--- config.mk ---
export PLATFORM = sky130hd
export DESIGN_NAME = wb_commit_unit
export DESIGN_NICKNAME = d
export VERILOG_FILES = /design/src/rtl/wb_commit_unit.sv
export SDC_FILE = /design/constraint.sdc
export NUM_CORES = 1
export LEC_CHECK = 0
export BUFFER_PORTS_ARGS = -buffer_cell sky130_fd_sc_hd__clkbuf_2
export CAP_MARGIN = 20
export CORE_ASPECT_RATIO = 2
export CORE_MARGIN = 2
export CORE_UTILIZATION = 55
export DETAILED_ROUTE_END_ITERATION = 16
export PLACE_DENSITY = 0.75
export REMOVE_ABC_BUFFERS = 1
export SLEW_MARGIN = 0
export SYNTH_ARGS = -nofsm -noshare
export SYNTH_HDL_FRONTEND = slang
export SYNTH_SLANG_ARGS = --single-unit
--- constraint.sdc ---
create_clock -name clk -period 3.6 [get_ports clk]
set_input_delay 0.18 -clock clk [delete_from_list [all_inputs] [get_ports clk]]
set_output_delay 0.18 -clock clk [all_outputs]
set_load 0.02 [all_outputs]
--- src/rtl/wb_commit_unit.sv ---
// -----------------------------------------------------------------------------
// wb_commit_unit
//
// Write-back sink for the 5-stage pipeline. It takes the register, accumulator
// and memory-write controls from the write-back stage and commits them into
// architectural state:
//   * a 32 x DATA_W register file with two bypassed read ports (r0 reads 0),
//   * the accumulator, bypassed on acc_out,
//   * a SB_DEPTH-entry store buffer that drains to data memory and forwards
//     buffered store data to a probing load address.
//
// Ports
//   clk, rst                      clock, synchronous active-high reset
//   reg_write_enable/addr/data    register commit from write-back
//   acc_write_enable/accum_value  accumulator commit from write-back
//   mem_write_enable/addr/data    store push into the buffer
//   rs_addr, rt_addr -> rs_data, rt_data   decode-stage reads (combinational)
//   acc_out                       accumulator value (combinational, bypassed)
//   ld_addr -> ld_hit, ld_data    store-to-load forwarding probe
//   dm_wr_valid/ready/addr/data   data-memory write port (head of buffer)
//   sb_full, sb_empty             buffer occupancy flags (from registered count)
//   sb_overflow                   sticky flag: a store was dropped while full
//
// Handshake (data-memory write port): dm_wr_valid is high whenever the buffer
// holds at least one store; dm_wr_addr/dm_wr_data show the head entry and stay
// stable while dm_wr_valid & ~dm_wr_ready. A store transfers on every rising
// edge where dm_wr_valid & dm_wr_ready, after which the next entry is shown.
// -----------------------------------------------------------------------------
module wb_commit_unit #(
   parameter int DATA_W     = 8,
   parameter int REG_ADDR_W = 5,
   parameter int MEM_ADDR_W = 8,
   parameter int SB_DEPTH   = 4
) (
   input  logic                  clk,
   input  logic                  rst,
   // register commit
   input  logic                  reg_write_enable,
   input  logic [REG_ADDR_W-1:0] reg_write_addr,
   input  logic [DATA_W-1:0]     reg_write_data,
   // accumulator commit
   input  logic                  acc_write_enable,
   input  logic [DATA_W-1:0]     accum_value,
   // store push
   input  logic                  mem_write_enable,
   input  logic [MEM_ADDR_W-1:0] mem_write_addr,
   input  logic [DATA_W-1:0]     mem_write_data,
   // decode-stage reads
   input  logic [REG_ADDR_W-1:0] rs_addr,
   input  logic [REG_ADDR_W-1:0] rt_addr,
   output logic [DATA_W-1:0]     rs_data,
   output logic [DATA_W-1:0]     rt_data,
   output logic [DATA_W-1:0]     acc_out,
   // load forwarding probe
   input  logic [MEM_ADDR_W-1:0] ld_addr,
   output logic                  ld_hit,
   output logic [DATA_W-1:0]     ld_data,
   // data-memory write port
   output logic                  dm_wr_valid,
   input  logic                  dm_wr_ready,
   output logic [MEM_ADDR_W-1:0] dm_wr_addr,
   output logic [DATA_W-1:0]     dm_wr_data,
   // buffer status
   output logic                  sb_full,
   output logic                  sb_empty,
   output logic                  sb_overflow
);

   localparam int NUM_REGS = 1 << REG_ADDR_W;
   localparam int PTR_W    = $clog2(SB_DEPTH);
   localparam int CNT_W    = PTR_W + 1;

   localparam logic [CNT_W-1:0] SB_DEPTH_C = CNT_W'(SB_DEPTH);

   // ---------------------------------------------------------------------------
   // State
   // ---------------------------------------------------------------------------
   logic [DATA_W-1:0]     regs_q    [NUM_REGS];
   logic [DATA_W-1:0]     acc_q;

   logic [MEM_ADDR_W-1:0] sb_addr_q [SB_DEPTH];
   logic [DATA_W-1:0]     sb_data_q [SB_DEPTH];
   logic [PTR_W-1:0]      head_q, head_d;
   logic [PTR_W-1:0]      tail_q, tail_d;
   logic [CNT_W-1:0]      count_q, count_d;
   logic                  overflow_q, overflow_d;

   logic                  reg_we;
   logic                  push;
   logic                  pop;

   // ---------------------------------------------------------------------------
   // Register file and accumulator reads
   // ---------------------------------------------------------------------------
   // Writes to r0 are dropped here so r0 never needs a special read path other
   // than forcing zero, and so the bypass below never fires for index 0.
   assign reg_we = reg_write_enable && (reg_write_addr != '0);

   always_comb begin
      rs_data = regs_q[rs_addr];
      if (rs_addr == '0) begin
         rs_data = '0;
      end else if (reg_we && (rs_addr == reg_write_addr)) begin
         rs_data = reg_write_data;
      end
   end

   always_comb begin
      rt_data = regs_q[rt_addr];
      if (rt_addr == '0) begin
         rt_data = '0;
      end else if (reg_we && (rt_addr == reg_write_addr)) begin
         rt_data = reg_write_data;
      end
   end

   assign acc_out = acc_write_enable ? accum_value : acc_q;

   // ---------------------------------------------------------------------------
   // Store buffer control
   // ---------------------------------------------------------------------------
   assign sb_empty    = (count_q == '0);
   assign sb_full     = (count_q == SB_DEPTH_C);
   assign sb_overflow = overflow_q;

   assign dm_wr_valid = ~sb_empty;
   assign dm_wr_addr  = sb_addr_q[head_q];
   assign dm_wr_data  = sb_data_q[head_q];

   assign pop  = dm_wr_valid & dm_wr_ready;
   // A store arriving while full only fits if the head leaves on the same edge;
   // the freed slot is the one the tail pointer is about to reuse.
   assign push = mem_write_enable & (~sb_full | pop);

   always_comb begin
      head_d     = head_q;
      tail_d     = tail_q;
      count_d    = count_q;
      overflow_d = overflow_q;

      if (push) begin
         tail_d = tail_q + 1'b1;
      end
      if (pop) begin
         head_d = head_q + 1'b1;
      end

      unique case ({push, pop})
         2'b10:   count_d = count_q + 1'b1;
         2'b01:   count_d = count_q - 1'b1;
         default: count_d = count_q;
      endcase

      if (mem_write_enable && !push) begin
         overflow_d = 1'b1;
      end
   end

   // ---------------------------------------------------------------------------
   // Store-to-load forwarding
   // ---------------------------------------------------------------------------
   // Entries are walked oldest to youngest starting at the head, so a later
   // match overrides an earlier one and the youngest matching store wins.
   // Only registered entries are searched; a store being pushed this cycle
   // becomes visible on the next cycle.
   logic [PTR_W-1:0] fwd_idx;

   always_comb begin
      ld_hit  = 1'b0;
      ld_data = '0;
      fwd_idx = head_q;
      for (int i = 0; i < SB_DEPTH; i++) begin
         fwd_idx = head_q + PTR_W'(i);
         if ((CNT_W'(i) < count_q) && (sb_addr_q[fwd_idx] == ld_addr)) begin
            ld_hit  = 1'b1;
            ld_data = sb_data_q[fwd_idx];
         end
      end
   end

   // ---------------------------------------------------------------------------
   // Sequential state
   // ---------------------------------------------------------------------------
   // Reset wins over every write, push and pop sampled on the same edge, so a
   // buffer that was mid-drain comes out of reset empty.
   always_ff @(posedge clk) begin
      if (rst) begin
         for (int r = 0; r < NUM_REGS; r++) begin
            regs_q[r] <= '0;
         end
         acc_q <= '0;
         for (int e = 0; e < SB_DEPTH; e++) begin
            sb_addr_q[e] <= '0;
            sb_data_q[e] <= '0;
         end
         head_q     <= '0;
         tail_q     <= '0;
         count_q    <= '0;
         overflow_q <= 1'b0;
      end else begin
         if (reg_we) begin
            regs_q[reg_write_addr] <= reg_write_data;
         end
         if (acc_write_enable) begin
            acc_q <= accum_value;
         end
         if (push) begin
            sb_addr_q[tail_q] <= mem_write_addr;
            sb_data_q[tail_q] <= mem_write_data;
         end
         head_q     <= head_d;
         tail_q     <= tail_d;
         count_q    <= count_d;
         overflow_q <= overflow_d;
      end
   end

endmodule

### Word-level counts from Yosys, hierarchy flattened

Memory sizes are Yosys's and may differ from the RTL's. A register that Yosys moved wholly into a read port is not among the register bits.
Index checks and enable logic that the tools add are counted.

* memories kept: 3
* register bits after elaboration: 16
* output and inout port bits: 53
* bits in writable memories: 320
* bits of input ports: 61
* bits in latches: 0
* memory bits (read-only): 0
* logic and storage cells: 84

Memory list
* regs_q: depth 32, bits a word 8, read ports 2, clocked after Yosys merged registers in 0, write ports 32, line 78 `logic [DATA_W-1:0] regs_q [NUM_REGS];`
* sb_addr_q: depth 4, bits a word 8, read ports 4, clocked after Yosys merged registers in 1, write ports 4, line 81 `logic [MEM_ADDR_W-1:0] sb_addr_q [SB_DEPTH];`
* sb_data_q: depth 4, bits a word 8, read ports 4, clocked after Yosys merged registers in 1, write ports 4, line 82 `logic [DATA_W-1:0] sb_data_q [SB_DEPTH];`

* reduce and logical (&&, ||, !) cells: 17
* multiply operators: 0
* $add $sub $neg: 6
* shift operators: 0
* muxes and demuxes: 35
* $lt $le $gt $ge: 4
* equal/unequal tests: 9
* bitwise gates (word level): 5
* divide/modulo/power cells: 0

Operators by type and width (count)
* $mux 8: 12
* $eq 8x8->1: 4
* $reduce_or 8->1: 3
* $mux 1: 15
* $mux 2: 6
* $eq 5x5->1: 2
* $logic_not 5->1: 2
* $logic_and 1x1->1: 8
* $lt 1x3->1 const A: 2
* $lt 2x3->1 const A: 2
* $pmux 3 s2: 1
* $mux 5: 1
* $reduce_bool 5->1: 1
* $add 2x1->2 const B: 2
* $add 2x2->2 const B: 2
* $add 3x1->3 const B: 1
* $eq 3x3->1 const B: 1
* $logic_not 3->1: 1
* $sub 3x1->3 const B: 1
* $and 1x1->1: 2
* $eq 2x1->1 const B: 1
* $eq 2x2->1 const B: 1
* $not 1->1: 2
* $reduce_bool 2->1: 1
* other kinds (2): 2

### Depth between registers and ports, before layout

* depth in word-level cells: 10
* gate-level depth with buffers: 12

### Worst setup path before layout

No wires, ideal clock.

* kind: register -> output
* start point: reg with a tool-made name
* end point: out ld_data[7]
* arrival time: 2.787 ns
* cell stages (with the launch flop): 8
* data required time: 3.420 ns
* setup slack: 0.633 ns
* cells stage by stage: dfxtp_1 > buf_2 > buf_4 > mux4_2 > xor2_1 > nor4_2 > a31oi_1 > a211oi_1

RTL lines
* to (decl): line 57 `output logic [DATA_W-1:0] ld_data,`

### Worst setup path after layout

* start point: reg head_q[0]
* end point: out ld_data[4]

* word-level cells in the longest chain between the ends: 7

RTL lines
* from (decl): line 83 `logic [PTR_W-1:0] head_q, head_d;`
* from (signal assigned): line 196 `head_q <= '0;`
* from (signal assigned): line 211 `head_q <= head_d;`
* $add 2x1->2: line 173 `fwd_idx = head_q + PTR_W'(i);`
* $mem_v2 4x8
* $eq 8x8->1: line 174 `if ((CNT_W'(i) < count_q) && (sb_addr_q[fwd_idx] == ld_addr)) begin`
* $logic_and 1x1->1: line 174
* $mux 8 (2 in series): line 174
* $mux 8 *: line 174

Mark *: on every way between the ends. The rest lies on a longest branch, timed or not.

==> key figures <==
Synth
  • Post-synthesis sequential area ratio: 0.5096
  • Primary FF master, synth: edfxtp_1
  • Number of synthesized flops with an enable pin: 320
  • Syn Inst Count: 1,339
  • #FFs+latches synth: about 340
  • Yosys warning count: 0
  • Synth Cell Area: 19,560 um^2
  • Yosys cell types: between 40 and 50
  • Ys async rst share: 0
  • Synthesized area per cell: approximately 15 um^2

Global route
  • Total GRT Usage: 0.2987
  • Global-route wire length before repair: 79,260 um
  • Vias in the first global route: 12,870
  • Initial antenna violation count: 1
  • GRT overflow: 0
  • Largest net degree at the start of global routing: 62

Hold path
  • Worst hold path type: in -> reg
  • HP Start: mem_write_enable
  • Hold path endpoint: count_q[2]
  • Worst hold path cell count: 3

Placement
  • Dpl ws: between 0.3 and 0.4 ns
  • Placed Instances: 1,852
  • Dpl hpwl: about 40,000 um
  • GP Congestion: 1.007
  • IO buf count: about 110

Routing
  • Via count: between 10,000 and 15,000
  • Initial drt markers: 884
  • Drt first pass iters: 5
  • DRC Markers: 0
  • Routed WL per cell: 27.78 um
  • Detail Route Antenna Nets: 0
  • Via density: 6.349
  • Drt total wl: 53,920 um

Cells and area
  • Layout area overhead: 13.04%
  • Layout cells sized above 1: 0.3329
  • N_diodes: 0
  • Commonest non-fill, non-tap cell in the layout: edfxtp_1
  • Nets: 1,539
  • Most frequent cells in the layout: edfxtp_1 (320), and2_1 (264), mux4_2 (208)
  • Finished Layout Cells: approximately 1,900

Die
  • Die H: roughly 270 um
  • Die width: 137.4 um
  • IO Count: 114
  • # rows: 97
  • Initial Util: 0.5577
  • Die area: 37,180 um^2
  • Core area: 35,070 um^2

Clocking
  • Sink Count: 338
  • Clock buffer depth: 3
  • Clk slew on worst S/H paths: 0.07 ns
  • Clk_lat worst skew: 0.57 ns
  • CTS tree: done
  • H-tree levels: 1
  • CTS Buf Count: 29
  • Clock Tree Root: clkbuf_16

STA
  • Post-layout minimum cycle time: around 3.4 ns
  • Setup violators final: 0
  • Final Max Slew Viols: 0
  • RSZ-0062 raised after global routing: no
  • Hold Fails Final Rpt: 0
  • Hold Worst Slack: roughly 0.024 ns
  • Final worst setup slack: 0.1696 ns
  • Worst rel slew slack: 0.4374
  • Worst slew pin tran: 0.8439 ns
  • FMAX: 291.5 MHz
  • Clk_skew: 0.01158 ns
  • Final Cycle Share: 0.9529

Setup path
  • Max FO, Critical Path: 11
  • Reg-to-Reg Start: count_q[1]
  • CP Data Required Time: 3.42 ns
  • Worst path arrival time: approximately 3.3 ns
  • CP Class: reg -> out
  • R2R Setup Slk: ~1.1 ns
  • Worst setup SP type: register
  • FF-to-FF End: sb_data_q[0][0]
  • Reg2Reg Depth: 8
  • Critical Path End Type: output pin

Pwr
  • Power Density: 485.4 nW/um^2
  • Peak supply drop: 0.0005174 V
  • Leak: 0.007955 uW

Run
  • Max-Cap Viols: 0

Outcome
  • Status: finished, final reports clean
[worst max-delay path by stage]
stage	from	to	slack [ns]	cells past startpoint
2_1_floorplan	head_q[0]	ld_data[5]	-0.73	6
3_3_place_gp	reg_write_addr[2]	regs_q[28][6]	0.37	6
3_5_place_dp	head_q[1]	ld_data[0]	0.34	8
4_1_cts	register	ld_data[0]	0.004	9
5_1_grt	head_q[0]	ld_data[5]	0.02	8
6_report	head_q[0]	ld_data[4]	0.17	9
[report_power, final]
group	total, uW	internal, uW	switching, uW	leakage (uW)
clock	3280	1800	1480	0.000472
sequential	4800	4570	223	0.00325
combinational	2660	1250	1400	0.00423
total	10700	7630	3100	0.00796
[worst max-delay path: stages (launching register included)]
cell and delay, ns:
dfxtp_4 0.42, buf_4 0.13, mux4_1 0.55, xnor2_1 0.21, nand3_1 0.12, or4_4 0.57, buf_4 0.18, o31ai_1 0.27
a21oi_1 0.07, clkbuf_2 0.16
[area by class of cell]
| class | instances | area (um^2) |
|---|---|---|
| clock buffer | 38 | 799.5 |
| tap | 445 | 556.8 |
| timing repair buffer | 207 | 1440 |
| multi-input combinational | 877 | 9071 |
| clock inverter | 15 | 187.7 |
| inverter | 21 | 78.83 |
| sequential | 338 | 9978 |
| fill | 2557 | 12960 |
[cells by family after synthesis]
family	synth area share
AO/OA/AOI/OAI	0.02015
XOR/XNOR	0.02239
adder cells (fa/ha/maj)	0.002558
other	0.0001917
buffers and inverters	0.03038
flip-flops	0.5096
AND/OR/NAND/NOR	0.1432
multiplexers	0.2715
[flip-flops by register name, summed over array words and instances (netlist names), named ones only]
| signal | cells |
|---|---|
| head_q | 2 |
| sb_data_q | 32 |
| regs_q | 256 |
| acc_q | 8 |
| sb_overflow | 1 |
| count_q | 3 |
| tail_q | 2 |
| sb_addr_q | 32 |
[what timing repair did]
item	CTS	global route
setup endpoints to repair	9	8
pin swaps	0	4
hold buffers	24	0
gates resized for setup	5	5
setup buffers	0	12
endpoints found under the hold margin	53	0
[routing by layer]
metal,share of wire,global-route usage,vias to the layer above
li1,-,-,5363
met1,0.28,0.2819,6227
met2,0.57,0.5592,554
met5,0.00024,0,-
met4,0.091,0.2244,2
met3,0.061,0.04122,177
[stage by stage]
step	cell area [um^2]	total power [uW]	TNS, ns	util
2_1_floorplan	19070	6488	-4.785	-
3_3_place_gp	20740	7345	0	0.5914
3_5_place_dp	20740	7408	0	0.5914
4_1_cts	22000	10660	0	0.6272
5_1_grt	22110	11080	0	0.6304
6_report	22110	10730	0	0.6304
[synth_stat cells, drive strengths merged, types with 2 or more instances]
| library cell | number | area, um^2 |
|---|---|---|
| edfxtp | 320 | 9609 |
| and2 | 265 | 1660 |
| mux4 | 220 | 5000 |
| nor2 | 116 | 435.4 |
| clkbuf | 68 | 255.2 |
| buf | 42 | 260.3 |
| xnor2 | 34 | 297.8 |
| or2 | 32 | 200.2 |
| nand2 | 27 | 101.4 |
| a21oi | 25 | 125.1 |
| inv | 21 | 78.83 |
| mux2i | 21 | 210.2 |
| dfxtp | 18 | 360.4 |
| xor2 | 16 | 140.1 |
| nor2b | 14 | 87.58 |
| nand3 | 11 | 55.05 |
| o21ai | 11 | 55.05 |
| mux2 | 9 | 101.4 |
| a31oi | 8 | 50.05 |
| nand3b | 7 | 52.55 |
| nor3 | 7 | 35.03 |
| nand2b | 6 | 37.54 |
| a211oi | 5 | 47.54 |
| nor4 | 5 | 43.79 |
| ha | 4 | 50.05 |
| o31ai | 4 | 30.03 |
| or4 | 4 | 30.03 |
| and2b | 3 | 22.52 |
| or3 | 3 | 18.77 |
| nand4 | 2 | 12.51 |
| o21bai | 2 | 15.01 |
Note: power is estimated with default switching activity, not from simulation.
